File: config.mk
export PLATFORM = sky130hd
export DESIGN_NAME = nco_sample_packer_flat
export DESIGN_NICKNAME = d
export VERILOG_FILES = /design/src/rtl/nco_sample_packer_if.sv /design/src/rtl/nco_sample_packer.sv /design/src/flat_wrapper.sv
export SDC_FILE = /design/constraint.sdc
export NUM_CORES = 1
export LEC_CHECK = 0
export ABC_AREA = 1
export ABC_CLOCK_PERIOD_IN_PS = 2300
export BUFFER_PORTS_ARGS = -buffer_cell sky130_fd_sc_hd__buf_2
export CAP_MARGIN = 20
export CORE_ASPECT_RATIO = 0.7
export CORE_MARGIN = 2
export CORE_UTILIZATION = 55
export CTS_CLUSTER_SIZE = 28
export DETAILED_ROUTE_END_ITERATION = 8
export PLACE_DENSITY = 0.88
export SETUP_SLACK_MARGIN = 0.05
export SLEW_MARGIN = 20
export SYNTH_ARGS = -nofsm -noshare
export SYNTH_HDL_FRONTEND = slang
export SYNTH_SLANG_ARGS = --single-unit
File: constraint.sdc
create_clock -name clk_i -period 2.3 [get_ports clk_i]
set_clock_uncertainty 0.05 [all_clocks]
set_input_delay 0.115 -clock clk_i [delete_from_list [all_inputs] [get_ports clk_i]]
set_output_delay 0.115 -clock clk_i [all_outputs]
set_load 0.01 [all_outputs]
File: src/rtl/nco_sample_packer_if.sv
// Stream bundle between the NCO bank and the sample packer: one input beat
// of per-channel I/Q samples on the s_* side, one packed frame on the m_* side.
interface nco_sample_packer_if #(
  parameter int NUM_CH   = 2,
  parameter int SAMPLE_W = 16,
  parameter int PHASES   = 2
);
  logic                                 s_valid_i;
  logic [NUM_CH*2*SAMPLE_W-1:0]         s_data_i;
  logic                                 s_sync_i;
  logic [NUM_CH-1:0]                    ch_en_i;
  logic [NUM_CH*2*PHASES*SAMPLE_W-1:0]  m_data_o;
  logic                                 m_valid_o;

  // Packer side: consumes beats, produces frames.
  modport slave (
    input  s_valid_i, s_data_i, s_sync_i, ch_en_i,
    output m_data_o, m_valid_o
  );

  // Source/sink side: drives beats, observes frames.
  modport master (
    output s_valid_i, s_data_i, s_sync_i, ch_en_i,
    input  m_data_o, m_valid_o
  );
endinterface

File: src/rtl/nco_sample_packer.sv
// Collects PHASES consecutive NCO I/Q beats into one wide DAC word.
// Frames are aligned to s_sync_i; the output word is double-buffered so only
// complete frames ever appear on m_data_o, announced by a one-cycle m_valid_o.
module nco_sample_packer #(
  parameter int  NUM_CH    = 2,
  parameter int  SAMPLE_W  = 16,
  parameter int  PHASES    = 2,
  parameter bit  BYTE_SWAP = 1'b1,
  localparam int PHASE_W   = (PHASES > 1) ? $clog2(PHASES) : 1
) (
  input  logic               clk_i,
  input  logic               reset_n_i,
  nco_sample_packer_if.slave bus,
  input  logic               clr_err_i,
  output logic [PHASE_W-1:0] phase_o,
  output logic               sync_err_o
);

  localparam int LANES  = NUM_CH * 2;
  localparam int IN_W   = LANES * SAMPLE_W;
  localparam int OUT_W  = LANES * PHASES * SAMPLE_W;
  localparam int NBYTES = SAMPLE_W / 8;

  typedef enum logic {
    ST_IDLE,
    ST_RUN
  } state_t;

  state_t             state_q, state_d;
  logic [PHASE_W-1:0] phase_q, phase_d;
  logic               err_q, err_d;
  logic [OUT_W-1:0]   coll_q;
  logic [OUT_W-1:0]   out_q;
  logic               valid_q;

  // Per-beat control decoded by the FSM.
  logic               wr_en;
  logic [PHASE_W-1:0] wr_phase;
  logic               frame_done;
  logic               err_set;

  // Current beat after byte reordering and channel gating, one lane per I/Q.
  logic [IN_W-1:0]    beat_lanes;
  // Collection register with the current beat already merged in; this is
  // what gets published when the final phase arrives.
  logic [OUT_W-1:0]   coll_merged;

  genvar gi, gj;

  generate
    for (gi = 0; gi < LANES; gi++) begin : g_lane
      logic [SAMPLE_W-1:0] raw;
      logic [SAMPLE_W-1:0] swapped;

      assign raw = bus.s_data_i[gi*SAMPLE_W +: SAMPLE_W];

      for (gj = 0; gj < NBYTES; gj++) begin : g_byte
        if (BYTE_SWAP) begin : g_swap
          assign swapped[gj*8 +: 8] = raw[(NBYTES-1-gj)*8 +: 8];
        end else begin : g_keep
          assign swapped[gj*8 +: 8] = raw[gj*8 +: 8];
        end
      end

      // Lanes 2c and 2c+1 (I and Q) share the enable of channel c.
      assign beat_lanes[gi*SAMPLE_W +: SAMPLE_W] = bus.ch_en_i[gi/2] ? swapped : '0;

      for (gj = 0; gj < PHASES; gj++) begin : g_phase
        assign coll_merged[(gi*PHASES+gj)*SAMPLE_W +: SAMPLE_W] =
          (wr_en && (wr_phase == PHASE_W'(gj))) ? beat_lanes[gi*SAMPLE_W +: SAMPLE_W]
                                                : coll_q[(gi*PHASES+gj)*SAMPLE_W +: SAMPLE_W];
      end
    end
  endgenerate

  // Next-state, phase advance, frame completion and error detection.
  always_comb begin
    state_d    = state_q;
    phase_d    = phase_q;
    wr_en      = 1'b0;
    wr_phase   = phase_q;
    frame_done = 1'b0;
    err_set    = 1'b0;

    case (state_q)
      ST_IDLE: begin
        // Beats before the first sync are dropped so frames start aligned.
        if (bus.s_valid_i && bus.s_sync_i) begin
          state_d  = ST_RUN;
          wr_en    = 1'b1;
          wr_phase = '0;
        end
      end
      ST_RUN: begin
        if (bus.s_valid_i) begin
          wr_en = 1'b1;
          if (bus.s_sync_i) begin
            // Sync forces phase 0; any partial frame is abandoned.
            wr_phase = '0;
            if (phase_q != '0) begin
              err_set = 1'b1;
            end
          end
        end
      end
      default: state_d = ST_IDLE;
    endcase

    if (wr_en) begin
      if (wr_phase == PHASE_W'(PHASES-1)) begin
        frame_done = 1'b1;
        phase_d    = '0;
      end else begin
        phase_d    = wr_phase + PHASE_W'(1);
      end
    end
  end

  // Sticky error: a new error in the same cycle as a clear keeps it set.
  assign err_d = err_set | (err_q & ~clr_err_i);

  // Control state registers.
  always_ff @(posedge clk_i or negedge reset_n_i) begin
    if (!reset_n_i) begin
      state_q <= ST_IDLE;
      phase_q <= '0;
      err_q   <= 1'b0;
    end else begin
      state_q <= state_d;
      phase_q <= phase_d;
      err_q   <= err_d;
    end
  end

  // Collection buffer and the published output word.
  always_ff @(posedge clk_i or negedge reset_n_i) begin
    if (!reset_n_i) begin
      coll_q  <= '0;
      out_q   <= '0;
      valid_q <= 1'b0;
    end else begin
      if (wr_en) begin
        coll_q <= coll_merged;
      end
      if (frame_done) begin
        out_q <= coll_merged;
      end
      valid_q <= frame_done;
    end
  end

  assign bus.m_data_o  = out_q;
  assign bus.m_valid_o = valid_q;
  assign phase_o       = phase_q;
  assign sync_err_o    = err_q;

endmodule

File: src/flat_wrapper.sv
// flat-port wrapper written by rule: the top's interface ports become plain ports
module nco_sample_packer_flat 
#(
  parameter int  NUM_CH    = 2,
  parameter int  SAMPLE_W  = 16,
  parameter int  PHASES    = 2,
  parameter bit  BYTE_SWAP = 1'b1,
  localparam int PHASE_W   = (PHASES > 1) ? $clog2(PHASES) : 1
)
  (clk_i, reset_n_i, clr_err_i, phase_o, sync_err_o, bus_s_valid_i, bus_s_data_i, bus_s_sync_i, bus_ch_en_i, bus_m_data_o, bus_m_valid_o);
  nco_sample_packer_if #(.NUM_CH(NUM_CH), .SAMPLE_W(SAMPLE_W), .PHASES(PHASES)) bus_i ();
  input  logic clk_i;
  input  logic reset_n_i;
  input  logic clr_err_i;
  output logic [PHASE_W-1:0] phase_o;
  output logic sync_err_o;
  input wire logic [$bits(bus_i.s_valid_i)-1:0] bus_s_valid_i;
  input wire logic [$bits(bus_i.s_data_i)-1:0] bus_s_data_i;
  input wire logic [$bits(bus_i.s_sync_i)-1:0] bus_s_sync_i;
  input wire logic [$bits(bus_i.ch_en_i)-1:0] bus_ch_en_i;
  output wire logic [$bits(bus_i.m_data_o)-1:0] bus_m_data_o;
  output wire logic [$bits(bus_i.m_valid_o)-1:0] bus_m_valid_o;
  assign bus_i.s_valid_i = bus_s_valid_i;
  assign bus_i.s_data_i = bus_s_data_i;
  assign bus_i.s_sync_i = bus_s_sync_i;
  assign bus_i.ch_en_i = bus_ch_en_i;
  assign bus_m_data_o = bus_i.m_data_o;
  assign bus_m_valid_o = bus_i.m_valid_o;
  nco_sample_packer #(.NUM_CH(NUM_CH), .SAMPLE_W(SAMPLE_W), .PHASES(PHASES), .BYTE_SWAP(BYTE_SWAP)) u_core (.clk_i(clk_i), .reset_n_i(reset_n_i), .bus(bus_i), .clr_err_i(clr_err_i), .phase_o(phase_o), .sync_err_o(sync_err_o));
endmodule
==> key figures, run 1 <==
Run status
  – Status: complete, no violations

Yosys
  – Synth area leaders: dfrtp_1 (58%), nand2_1 (17%), nand3_1 (11%), nand4_1 (4.7%), inv_1 (3.1%)
  – Post-Syn Instances: 1001
  – Mapped Nets: 1072
  – Largest family of logic cells by synthesized area: simple AND/OR/NAND/NOR gates
  – Ys async rst share: 100%
  – Most frequent cell after synthesis: nand2_1
  – Synthesized cell area: approximately 8500 µm²
  – Area leader, netlist: dfrtp_1
  – Top_reg_cell synth: dfrtp_1
  – Count of different cell masters after synthesis: 13
  – Compound-Gate Fraction of Synth Area: 0.0739%
  – Synth Register Bits: slightly below 200
  – Simple-Gate Fraction of Synth Area: between 30 and 40%
  – Synth top area share: between 50% and 60%
  – Ys Warns: 0
  – XOR/XNOR share of the synthesized area: 0%
  – Top post-synthesis cells by count: nand2_1 (388), dfrtp_1 (196), nand3_1 (194)
  – Syn Area/Cell: roughly 8.5 µm²
  – Mux contribution to synthesized area: 0%
  – Post-synth EDFFs: 0
  – Adder-cell share of the synthesized area: 0%
  – Sequential share of the synthesized area: slightly below 60%

Drt
  – First drt pass iteration count: 6
  – Wirelength, routed: about 23 mm
  – Iter 0 DRT Violations: ~880
  – Post-route DRC: 0
  – Via density: between 5 and 6
  – Vias: a little under 8k
  – Drt wl/cell: about 16 µm
  – DRT antenna net count: 0

Timing
  – Max Clock Freq: about 0.57 GHz
  – Tcrit/Tclk final: 75.8%
  – Max transition margin: a little under three fifths
  – Slew @ Worst Pin: 0.652 ns
  – Min Hold Slack: ~0.0067 ns
  – Final hold vios: 0
  – Slew Viols, Final: 0
  – Post-layout minimum cycle time: about 1.7 ns
  – RSZ-0062 raised after global routing: no
  – # setup viols final: 0
  – Setup TNS: 0 ns

Clocking
  – Htree depth: 4
  – Clock transition at the registers of the reported paths: 0.07 ns
  – TritonCTS clock tree: yes
  – CTS max path bufs: 2
  – Post-CTS resize count: 0
  – Root Buffer: clkbuf_16
  – Total CTS buffers: 17
  – Sink Count: a little under 200
  – Clk Latency, worst-skew pair: 0.41 ns

Cells and area
  – ANT cells: 0
  – Area Growth Syn to Fin: 24.6%
  – Layout fillers: around 1.1k
  – Layout net count: 1267
  – Final Util: between 70% and 80%
  – Layout cells sized above 1: a little over a fifth
  – Fin area: around 11000 µm²

Worst setup path
  – Nature of the critical path endpoint: flip-flop
  – Worst path arrival time: slightly above 2 ns
  – Worst Path Max Fanout: 45
  – Worst endpoint required time: approximately 2.6 ns
  – WS Path Type: reg2reg
  – CP Launch Type: flip-flop

Floorplan
  – Site row count: 37
  – Die ar.: around 16000 µm²
  – I/O Pins: between 200 and 250
  – Initial Util: between 50% and 60%
  – Die Width: 152 µm
  – Core area: 14900 µm²
  – Die H: 108 µm

Pwr
  – Power Dens Cells: approximately 920 nW/µm²
  – VDD IR max: approximately 540 µV
  – Leakage Power: 0.00638 µW

Place
  – Number of port buffers: approximately 200
  – Post-Place Cell Area: around 9500 µm²
  – HPWL after DPL: 13.7 mm
  – Final GP Congestion: 0.818

Global routing
  – Total global-route track usage: between 20% and 30%
  – Overall overflow remaining after global route: 0
  – Vias in the first global route: approximately 7.5k
  – First-pass GRT wire length: roughly 37 mm
  – Pin count of the biggest net entering global routing: 133
  – Antenna violations before repair: 0

Flow run
  – Max-cap violations: 0

Hold path
  – Hold crit path type: in2reg
## final cells by class
cell class / count / area (µm²) / area share (%)
Clock buffer: 19 / 443 / 4.20
Clock inverter: 11 / 198 / 1.87
Inverter: 71 / 267 / 2.53
Multi-Input combinational cell: 652 / 2890 / 27.3
Sequential cell: 196 / 4910 / 46.5
Tap cell: 195 / 244 / 2.31
Timing Repair Buffer: 258 / 1610 / 15.3
## worst max-delay path: stages (launching register included)
cell     delay [ns]
dfrtp_2        0.64
nand2_1        0.15
inv_2          0.12
buf_4          0.46
nand3_1        0.15
nand2_1        0.10
## logic make-up after synthesis
| family | count (synthesis) |
|---|---|
| and+or+nand+nor | 651 |
| buffers and inverters | 153 |
| DFF | 196 |
| AOI/OAI and AO/OA | 1 |
## power breakdown
group | internal [µW] | total (µW) | leakage, µW | switching [µW]
sequential | 4070 | 4470 | 0.00256 | 406
combinational | 770 | 2010 | 0.00351 | 1240
clock | 1960 | 3260 | 0.000310 | 1300
## flip-flops by register name, indices dropped and copies added (netlist names)
| register | count |
|---|---|
| u_core.bus.m_data_o | 128 |
| u_core.bus.m_valid_o | 1 |
| u_core.coll_q | 64 |
| u_core.phase_o | 1 |
| u_core.state_q | 1 |
| u_core.sync_err_o | 1 |
## stage by stage
stage               total power [µW]  cells  worst slack (ns)
detailed placement              6470   1335             0.598
floorplan                       5530   1001              1.05
CTS                             9760   1402             0.577
global route                   10200   1402             0.426
finish                          9740   1402             0.556
global placement                6390   1335             0.647
## path summary, 6_finish.rpt
kind	startpoint	to	slack, ns	depth (start not counted)
max	u_core.phase_o$_DFFE_PN0P_	u_core.bus.m_data_o[21]$_DFFE_PN0P_	0.56	5
max reg2reg	u_core.phase_o$_DFFE_PN0P_	u_core.bus.m_data_o[21]$_DFFE_PN0P_	0.56	5
min	bus_s_data_i[52]	u_core.coll_q[108]$_DFFE_PN0P_	0.007	5
min reg2reg	u_core.bus.m_data_o[114]$_DFFE_PN0P_	u_core.bus.m_data_o[114]$_DFFE_PN0P_	0.42	2
min in group asynchronous	reset_n_i	u_core.bus.m_data_o[103]$_DFFE_PN0P_	0.26	2
max in group asynchronous	reset_n_i	u_core.bus.m_data_o[64]$_DFFE_PN0P_	1.24	3
## what timing repair did
item / 4_1_cts / 5_1_grt
endpoints found under the hold margin: 126 / 0
setup buffers: 0 / 0
hold buffers: 37 / 0
## metal layers
layer,wire length [µm],GRT usage [%],vias to the layer above
met5,0,0,-
met4,302,8.01,0
met3,2000,3.95,26
met2,10800,45.3,433
met1,9660,41.0,3718
li1,-,-,3596
## layout by cell type, fill, tap and decap left out
cell type / instances
nor2_4: 1
nand3_1: 193
nand2_2: 2
buf_4: 14
clkinv_2: 1
buf_12: 6
inv_2: 2
dfrtp_2: 1
clkbuf_1: 1
nand2_1: 388
clkinv_4: 1
o22ai_1: 1
buf_2: 200
bufinv_16: 5
clkbuf_16: 17
inv_1: 69
nand2_4: 2
nand3_2: 1
nand4_1: 64
dfrtp_1: 195
clkinvlp_4: 1
inv_6: 3
dlygate4sd3_1: 37
clkbuf_8: 2
Note: power is estimated with default switching activity, not from simulation.
==> run 2: changes to the inputs <==
--- a/config.mk
+++ b/config.mk
@@ -5,16 +5,16 @@
 export SDC_FILE = /design/constraint.sdc
 export NUM_CORES = 1
 export LEC_CHECK = 0
-export ABC_AREA = 1
-export ABC_CLOCK_PERIOD_IN_PS = 2300
+export ABC_AREA = 0
+export ABC_CLOCK_PERIOD_IN_PS = 1600
 export BUFFER_PORTS_ARGS = -buffer_cell sky130_fd_sc_hd__buf_2
 export CAP_MARGIN = 20
 export CORE_ASPECT_RATIO = 0.7
 export CORE_MARGIN = 2
-export CORE_UTILIZATION = 55
+export CORE_UTILIZATION = 46
 export CTS_CLUSTER_SIZE = 28
 export DETAILED_ROUTE_END_ITERATION = 8
-export PLACE_DENSITY = 0.88
+export PLACE_DENSITY = 0.8
 export SETUP_SLACK_MARGIN = 0.05
 export SLEW_MARGIN = 20
 export SYNTH_ARGS = -nofsm -noshare
==> constraint.sdc (replaced) <==
create_clock -name clk_i -period 1.6 [get_ports clk_i]
set_clock_uncertainty 0.05 [all_clocks]
set_input_delay 0.08 -clock clk_i [delete_from_list [all_inputs] [get_ports clk_i]]
set_output_delay 0.08 -clock clk_i [all_outputs]
set_load 0.01 [all_outputs]
==> key figures, run 2 <==
Yosys
  – Syn Area/Cell: 11.7 µm² (+38%)
  – Top_reg_cell synth: dfrtp_1
  – Post-synth EDFFs: 0 (unchanged)
  – Synth Register Bits: 196 (unchanged)
  – Sequential share of the synthesized area: 65.3% (+7.3 points)
  – Ys async rst share: 100% (unchanged)
  – Mux contribution to synthesized area: 9.59% (+9.6 points)
  – Post-Syn Instances: 642 (-36%)
  – Top post-synthesis cells by count: dfrtp_1 (196), nand2_1 (130), o22ai_1 (65)
  – Simple-Gate Fraction of Synth Area: 10.1% (-24 points)
  – Mapped Nets: 713 (-33%)
  – Largest family of logic cells by synthesized area: compound AO/OA/AOI/OAI gates
  – Adder-cell share of the synthesized area: 0% (unchanged)
  – Synth area leaders: dfrtp_1 (65%), nand2_1 (6.5%), a21o_1 (6.4%), mux2_1 (5.5%), o22ai_1 (5.4%)
  – Most frequent cell after synthesis: dfrtp_1
  – Synth top area share: 65.3% (+7.3 points)
  – Count of different cell masters after synthesis: 19 (+6)
  – Synthesized cell area: 7520 µm² (-11%)
  – Area leader, netlist: dfrtp_1
  – Compound-Gate Fraction of Synth Area: 12.1% (+12 points)
  – Ys Warns: 0 (unchanged)
  – XOR/XNOR share of the synthesized area: 0% (unchanged)

Worst setup path
  – Nature of the critical path endpoint: flip-flop
  – Worst path arrival time: 1.71 ns (-0.34 ns)
  – WS Path Type: in2reg
  – CP Launch Type: input port
  – Worst Path Max Fanout: 47 (+4.4%)
  – Worst endpoint required time: 1.86 ns (-0.74 ns)

Clocking
  – Root Buffer: clkbuf_16
  – Htree depth: 4 (unchanged)
  – Sink Count: 196 (unchanged)
  – Clk Latency, worst-skew pair: 0.43 ns (+0.02 ns)
  – Clock transition at the registers of the reported paths: 0.07 ns (about the same)
  – TritonCTS clock tree: yes
  – Total CTS buffers: 17 (unchanged)
  – CTS max path bufs: 2 (unchanged)
  – Post-CTS Setup Inserts: 0 (unchanged)

Place
  – Final GP Congestion: 0.758 (-7.3%)
  – Number of port buffers: 201 (unchanged)
  – HPWL after DPL: 12.2 mm (-12%)
  – Dpl ws: 0.171 ns (-0.427 ns)
  – Placed insts: 1046 (-22%)

Timing
  – Setup ws final: 0.149 ns (-0.407 ns)
  – Max Clock Freq: between 0.6 and 0.7 GHz
  – Setup TNS: 0 ns (unchanged)
  – Final hold vios: 0 (unchanged)
  – Min Hold Slack: 0.148 ns (+0.141 ns)
  – Post-layout minimum cycle time: around 1.5 ns
  – Max transition margin: 55.8% (-0.73 points)
  – Slew Viols, Final: 0 (unchanged)
  – Tcrit/Tclk final: between 90% and 100%
  – Slew @ Worst Pin: 0.663 ns (+0.0110 ns)
  – # setup viols final: 0 (unchanged)
  – RSZ-0062 raised after global routing: no

Drt
  – Iter 0 DRT Violations: 454 (-49%)
  – Drt wl/cell: 16.8 µm (+3.8%)
  – Wirelength, routed: 19.3 mm (-15%)
  – Vias: 5892 (-24%)
  – Post-route DRC: 0 (unchanged)
  – First drt pass iteration count: 5 (-1)
  – DRT antenna net count: 0 (unchanged)
  – Via density: 5.14 (-7.3%)

Cells and area
  – Final std cells w/o fill: 1146 (-18%)
  – Most frequent cells in the layout: buf_2 (200), dfrtp_1 (196), nand2_1 (129)
  – ANT cells: 0 (unchanged)
  – Max FFs per register: 128 (unchanged)
  – Layout net count: 979 (-23%)
  – Layout cells sized above 1: 31.3% (+9.8 points)
  – Commonest non-fill, non-tap cell in the layout: buf_2
  – Layout fillers: 1177 (+2.8%)
  – Area Growth Syn to Fin: 35.8%

Pwr
  – VDD IR max: 965 µV (+78%)
  – Power Dens Cells: 1330 nW/µm² (+44%)
  – Leakage Power: 0.00565 µW (-11%)

Run status
  – Status: complete, no violations

Floorplan
  – Core area: 16200 µm² (+8.7%)
  – Die H: 111 µm (+2.9%)
  – Die ar.: 17400 µm² (+5.9%)
  – I/O Pins: 202 (unchanged)
  – Initial Util: 46.5% (-10 points)
  – Die Width: 157 µm (+2.9%)
  – Site row count: 39 (+5.4%)

Global routing
  – Overall overflow remaining after global route: 0 (unchanged)
  – Pin count of the biggest net entering global routing: 55 (-59%)
  – Vias in the first global route: 6038 (-19%)
  – Antenna violations before repair: 0 (unchanged)
  – Total global-route track usage: 22.8% (-5.5 points)
  – First-pass GRT wire length: 30.9 mm (-17%)

Hold path
  – Hold crit path type: in2async

Flow run
  – Max-cap violations: 0 (unchanged)
## run 2: cell families (layout without fill, tap and decap cells)
| family | Yosys count | after routing |
|---|---|---|
| AOI/OAI and AO/OA | 132 | 132 |
| buffers and inverters | 52 | 331 |
| DFF | 196 | 196 |
| muxes | 64 | 64 |
| and+or+nand+nor | 198 | 198 |
## run 2: what timing repair did
action                     4_1_cts  5_1_grt
setup endpoints to repair        0        1
gates resized for setup          0        1
hold buffers                    68        0
hold endpoints to repair       306        0
## run 2: worst paths after layout
check | startpoint | end | slack (ns) | cells after the start
worst min-delay path | reset_n_i | u_core.bus.m_data_o[27]$_DFFE_PN0P_ | 0.15 | 2
max in group asynchronous | reset_n_i | u_core.coll_q[68]$_DFFE_PN0P_ | 0.74 | 3
min in group clk_i | bus_ch_en_i[0] | u_core.coll_q[13]$_DFFE_PN0P_ | 0.19 | 4
worst max register to register | u_core.state_q$_DFF_PN0_ | u_core.phase_o$_DFFE_PN0P_ | 0.16 | 4
worst min register to register | u_core.bus.m_data_o[81]$_DFFE_PN0P_ | u_core.bus.m_data_o[81]$_DFFE_PN0P_ | 0.42 | 1
worst max-delay path | bus_s_valid_i | u_core.bus.m_data_o[12]$_DFFE_PN0P_ | 0.15 | 6
## run 2: layout make-up
class                   instances  area [µm²]  share of cell area, %
clock buffers                  19         433                   4.24
clock inverters                13         171                   1.68
inverters                       3        11.3                  0.110
multi-input cells             394        2390                   23.5
flip-flops and latches        196        4900                   48.1
well taps                     225         282                   2.76
repair buffers                296        2010                   19.7
## run 2: power by group
part	internal, µW	leakage, µW	switching, µW
registers	5870	0.00257	518
logic	1330	0.00280	1450
clock network	2490	0.000289	1890
total	9690	0.00565	3860
## run 2: stage by stage
step                util [%]  area (µm²)  power (µW)
floorplan                  -        7520        7740
CTS                     63.2       10200       13600
finish                  63.2       10200       13500
detailed placement      55.2        8920        9120
global placement        55.2        8920        9000
global route            63.2       10200       14200
## run 2: critical path, cell delays in order
cell,delay (ns)
dlygate4sd3_1,0.55
buf_2,0.17
nand4b_1,0.13
buf_4,0.17
buf_12,0.23
mux2_1,0.36
## run 2: metal layers
metal  part of all wire, %  wire length [µm]  track usage, %
met4                   1.2               235            7.03
met3                   6.9              1330            6.25
met5                     0                 0               0
met2                    48              9200            37.3
met1                    44              8510            29.6
==> run 3: changes to the inputs <==
--- a/config.mk
+++ b/config.mk
@@ -10,7 +10,7 @@
 export BUFFER_PORTS_ARGS = -buffer_cell sky130_fd_sc_hd__buf_2
 export CAP_MARGIN = 20
 export CORE_ASPECT_RATIO = 0.7
-export CORE_MARGIN = 2
+export CORE_MARGIN = 3
 export CORE_UTILIZATION = 46
 export CTS_CLUSTER_SIZE = 28
 export DETAILED_ROUTE_END_ITERATION = 8
==> constraint.sdc (replaced) <==
create_clock -name clk_i -period 1.6 [get_ports clk_i]
set_clock_uncertainty 0.05 [all_clocks]
set_input_delay 0.32 -clock clk_i [delete_from_list [all_inputs] [get_ports clk_i]]
set_output_delay 0.32 -clock clk_i [all_outputs]
set_load 0.01 [all_outputs]
==> key figures, run 3 (synthesis results as in run 2) <==
Place
  – HPWL after DPL: 12.6 mm (+3.7%)
  – Post-Place Cell Area: 9010 µm² (+0.97%)
  – Final GP Congestion: 0.838 (+11%)
  – Number of port buffers: 201 (unchanged)

Drt
  – Iter 0 DRT Violations: 289 (-36%)
  – Drt wl/cell: 16.5 µm (-2.0%)
  – Wirelength, routed: 17.9 mm (-7.4%)
  – First drt pass iteration count: 5 (unchanged)
  – DRT antenna net count: 0 (unchanged)
  – Met3 WL: 1.31 mm (-1.7%)
  – Via density: 5.21 (+1.4%)
  – Met2 wire length: 7.93 mm (-14%)
  – Met1 wire length: 8.46 mm (-0.51%)
  – Post-route DRC: 0 (unchanged)
  – Uppermost layer routed: met4
  – Vias: 5647 (-4.2%)

Worst setup path
  – Crit-path slowest cell: dfrtp_1
  – Worst endpoint required time: 1.85 ns (about the same)
  – Worst Path Max Fanout: 32 (-32%)
  – Largest stage delay on the critical path: 0.38 ns (-0.17 ns)
  – FF-to-FF End: u_core.bus.m_data_o[101]$_DFFE_PN0P_
  – Worst path arrival time: 1.76 ns (+0.05 ns)
  – CP Launch Type: flip-flop
  – Worst R2R Path Depth: 4 (unchanged)
  – Worst-path cell chain: nand4b_1, buf_4, buf_12, mux2_2
  – Flop-to-flop setup slack: 0.09 ns (-0.07 ns)
  – Nature of the critical path endpoint: flip-flop
  – WS Path Type: reg2reg
  – R2R Path Start: u_core.phase_o$_DFFE_PN0P_

Timing
  – Min Hold Slack: 0.0405 ns (-0.107 ns)
  – Max Clock Freq: 0.663 GHz (-3.8%)
  – Post-layout minimum cycle time: 1.51 ns (+0.0579 ns)
  – RSZ-0062 raised after global routing: yes
  – Max transition margin: 57.9% (+2.1 points)
  – Tcrit/Tclk final: 94.3% (+3.6 points)
  – Final hold vios: 0 (unchanged)
  – Setup TNS: 0 ns (unchanged)
  – # setup viols final: 0 (unchanged)
  – Slew @ Worst Pin: 0.631 ns (-0.0317 ns)
  – Slew Viols, Final: 0 (unchanged)

Run status
  – Status: complete, no violations

Hold path
  – Hold path startpoint: clr_err_i
  – Hold crit path type: in2reg
  – Worst hold path endpoint: u_core.sync_err_o$_DFF_PN0_
  – WHS Path Cells: 2

Clocking
  – Sink Count: 196 (unchanged)
  – Total CTS buffers: 17 (unchanged)
  – CTS max path bufs: 2 (unchanged)
  – Clock transition at the registers of the reported paths: 0.08 ns (about the same)
  – Htree depth: 4 (unchanged)
  – TritonCTS clock tree: yes
  – Clk Latency, worst-skew pair: 0.42 ns (about the same)
  – Root Buffer: clkbuf_16

Cells and area
  – Layout fillers: 1227 (+4.2%)
  – Area Growth Syn to Fin: 28.3%
  – Sequential Area: 4900 µm² (unchanged)
  – Most frequent cells in the layout: buf_2 (200), dfrtp_1 (196), nand2_1 (129)
  – Max FFs per register: 128 (unchanged)
  – Layout cells sized above 1: 34.5% (+3.3 points)
  – Commonest non-fill, non-tap cell in the layout: buf_2
  – Multi-input logic area: 2390 µm² (unchanged)
  – Layout net count: 921 (-5.9%)
  – Fin area: 9640 µm² (-5.6%)
  – ANT cells: 0 (unchanged)

Global routing
  – Overall overflow remaining after global route: 0 (unchanged)
  – First-pass GRT wire length: 29.5 mm (-4.5%)
  – Pin count of the biggest net entering global routing: 48 (-13%)
  – Total global-route track usage: 20.2% (-2.5 points)
  – Antenna violations before repair: 0 (unchanged)
  – Vias in the first global route: 5720 (-5.3%)

Pwr
  – Leakage Power: 0.00544 µW (-3.8%)
  – Power Dens Cells: 1400 nW/µm² (+5.1%)
  – Total power: 13500 µW (-0.69%)
  – VDD IR max: 589 µV (-39%)

Flow run
  – Max-cap violations: 0 (unchanged)

Floorplan
  – Die Width: 159 µm (+1.3%)
  – Core area: 15700 µm² (-2.6%)
  – Die ar.: 17900 µm² (+3.1%)
  – Die H: 113 µm (+1.8%)
  – Site row count: 38 (-2.6%)
  – I/O Pins: 202 (unchanged)
  – Initial Util: 47.8% (+1.2 points)
==> run 3: cell count changes in the layout (fill, tap and decap cells not counted), sizes merged <==
cell,change
bufinv,-1
clkinv,+3
inv,+1
clkbuf,-1
dlygate4sd3,-67
clkinvlp,-2
buf,+9
==> run 3: stage by stage <==
| stage | std cells | setup WS (ns) | utilization (%) |
|---|---|---|---|
| 6_report | 1083 | 0.0907 | 61.2 |
| 5_1_grt | 1083 | 0.0294 | 61.2 |
| 4_1_cts | 1083 | 0.105 | 61.2 |
| 3_5_place_dp | 1050 | 0.0615 | 57.2 |
| 3_3_place_gp | 1050 | 0.0732 | 57.2 |
| 2_1_floorplan | 642 | 0.119 | - |
==> run 3: final cells by class <==
| class | count | area share (%) |
|---|---|---|
| tap | 220 | 2.86 |
| inverter | 3 | 0.117 |
| multi-input combinational | 394 | 24.8 |
| clock inverter | 14 | 2.00 |
| timing repair buffer | 238 | 14.9 |
| clock buffer | 18 | 4.45 |
| sequential | 196 | 50.9 |
==> run 3: critical path, delay by kind of cell, from the launching register on <==
family        cells  cell delay (ns)
buf+inv           2             0.44
flops             1             0.38
simple gates      1             0.15
mux               1             0.36
==> run 3: power by group <==
part | internal, µW | switching (µW) | total, µW | leakage, µW
Sequential | 5860 | 515 | 6380 | 0.00257
Combinational | 1250 | 1410 | 2660 | 0.00257
Clock | 2400 | 2020 | 4410 | 0.000302
Total | 9510 | 3940 | 13500 | 0.00544
==> run 3: routing by layer <==
layer  vias up  global-route usage [%]
li1       2610                       -
met1      2824                    29.1
met2       199                    31.0
met3        14                    5.85
met4         0                    4.43
met5         -                       0
==> run 3: worst max-delay path by stage <==
stage | startpoint | to | slack [ns] | cells past startpoint
floorplan | u_core.phase_o$_DFFE_PN0P_ | u_core.bus.m_data_o[73]$_DFFE_PN0P_ | 0.12 | 4
global placement | bus_s_sync_i | u_core.bus.m_data_o[72]$_DFFE_PN0P_ | 0.07 | 5
detailed placement | bus_s_sync_i | u_core.bus.m_data_o[44]$_DFFE_PN0P_ | 0.06 | 5
CTS | u_core.phase_o$_DFFE_PN0P_ | u_core.bus.m_data_o[101]$_DFFE_PN0P_ | 0.10 | 4
global route | u_core.phase_o$_DFFE_PN0P_ | u_core.bus.m_data_o[101]$_DFFE_PN0P_ | 0.03 | 4
finish | u_core.phase_o$_DFFE_PN0P_ | u_core.bus.m_data_o[101]$_DFFE_PN0P_ | 0.09 | 4
==> run 3: repair_timing <==
action | in CTS | in global routing
setup endpoints to repair | 0 | 9
hold buffers | 1 | 0
setup buffers | 0 | 0
gates resized for setup | 0 | 0
hold endpoints to repair | 38 | 0
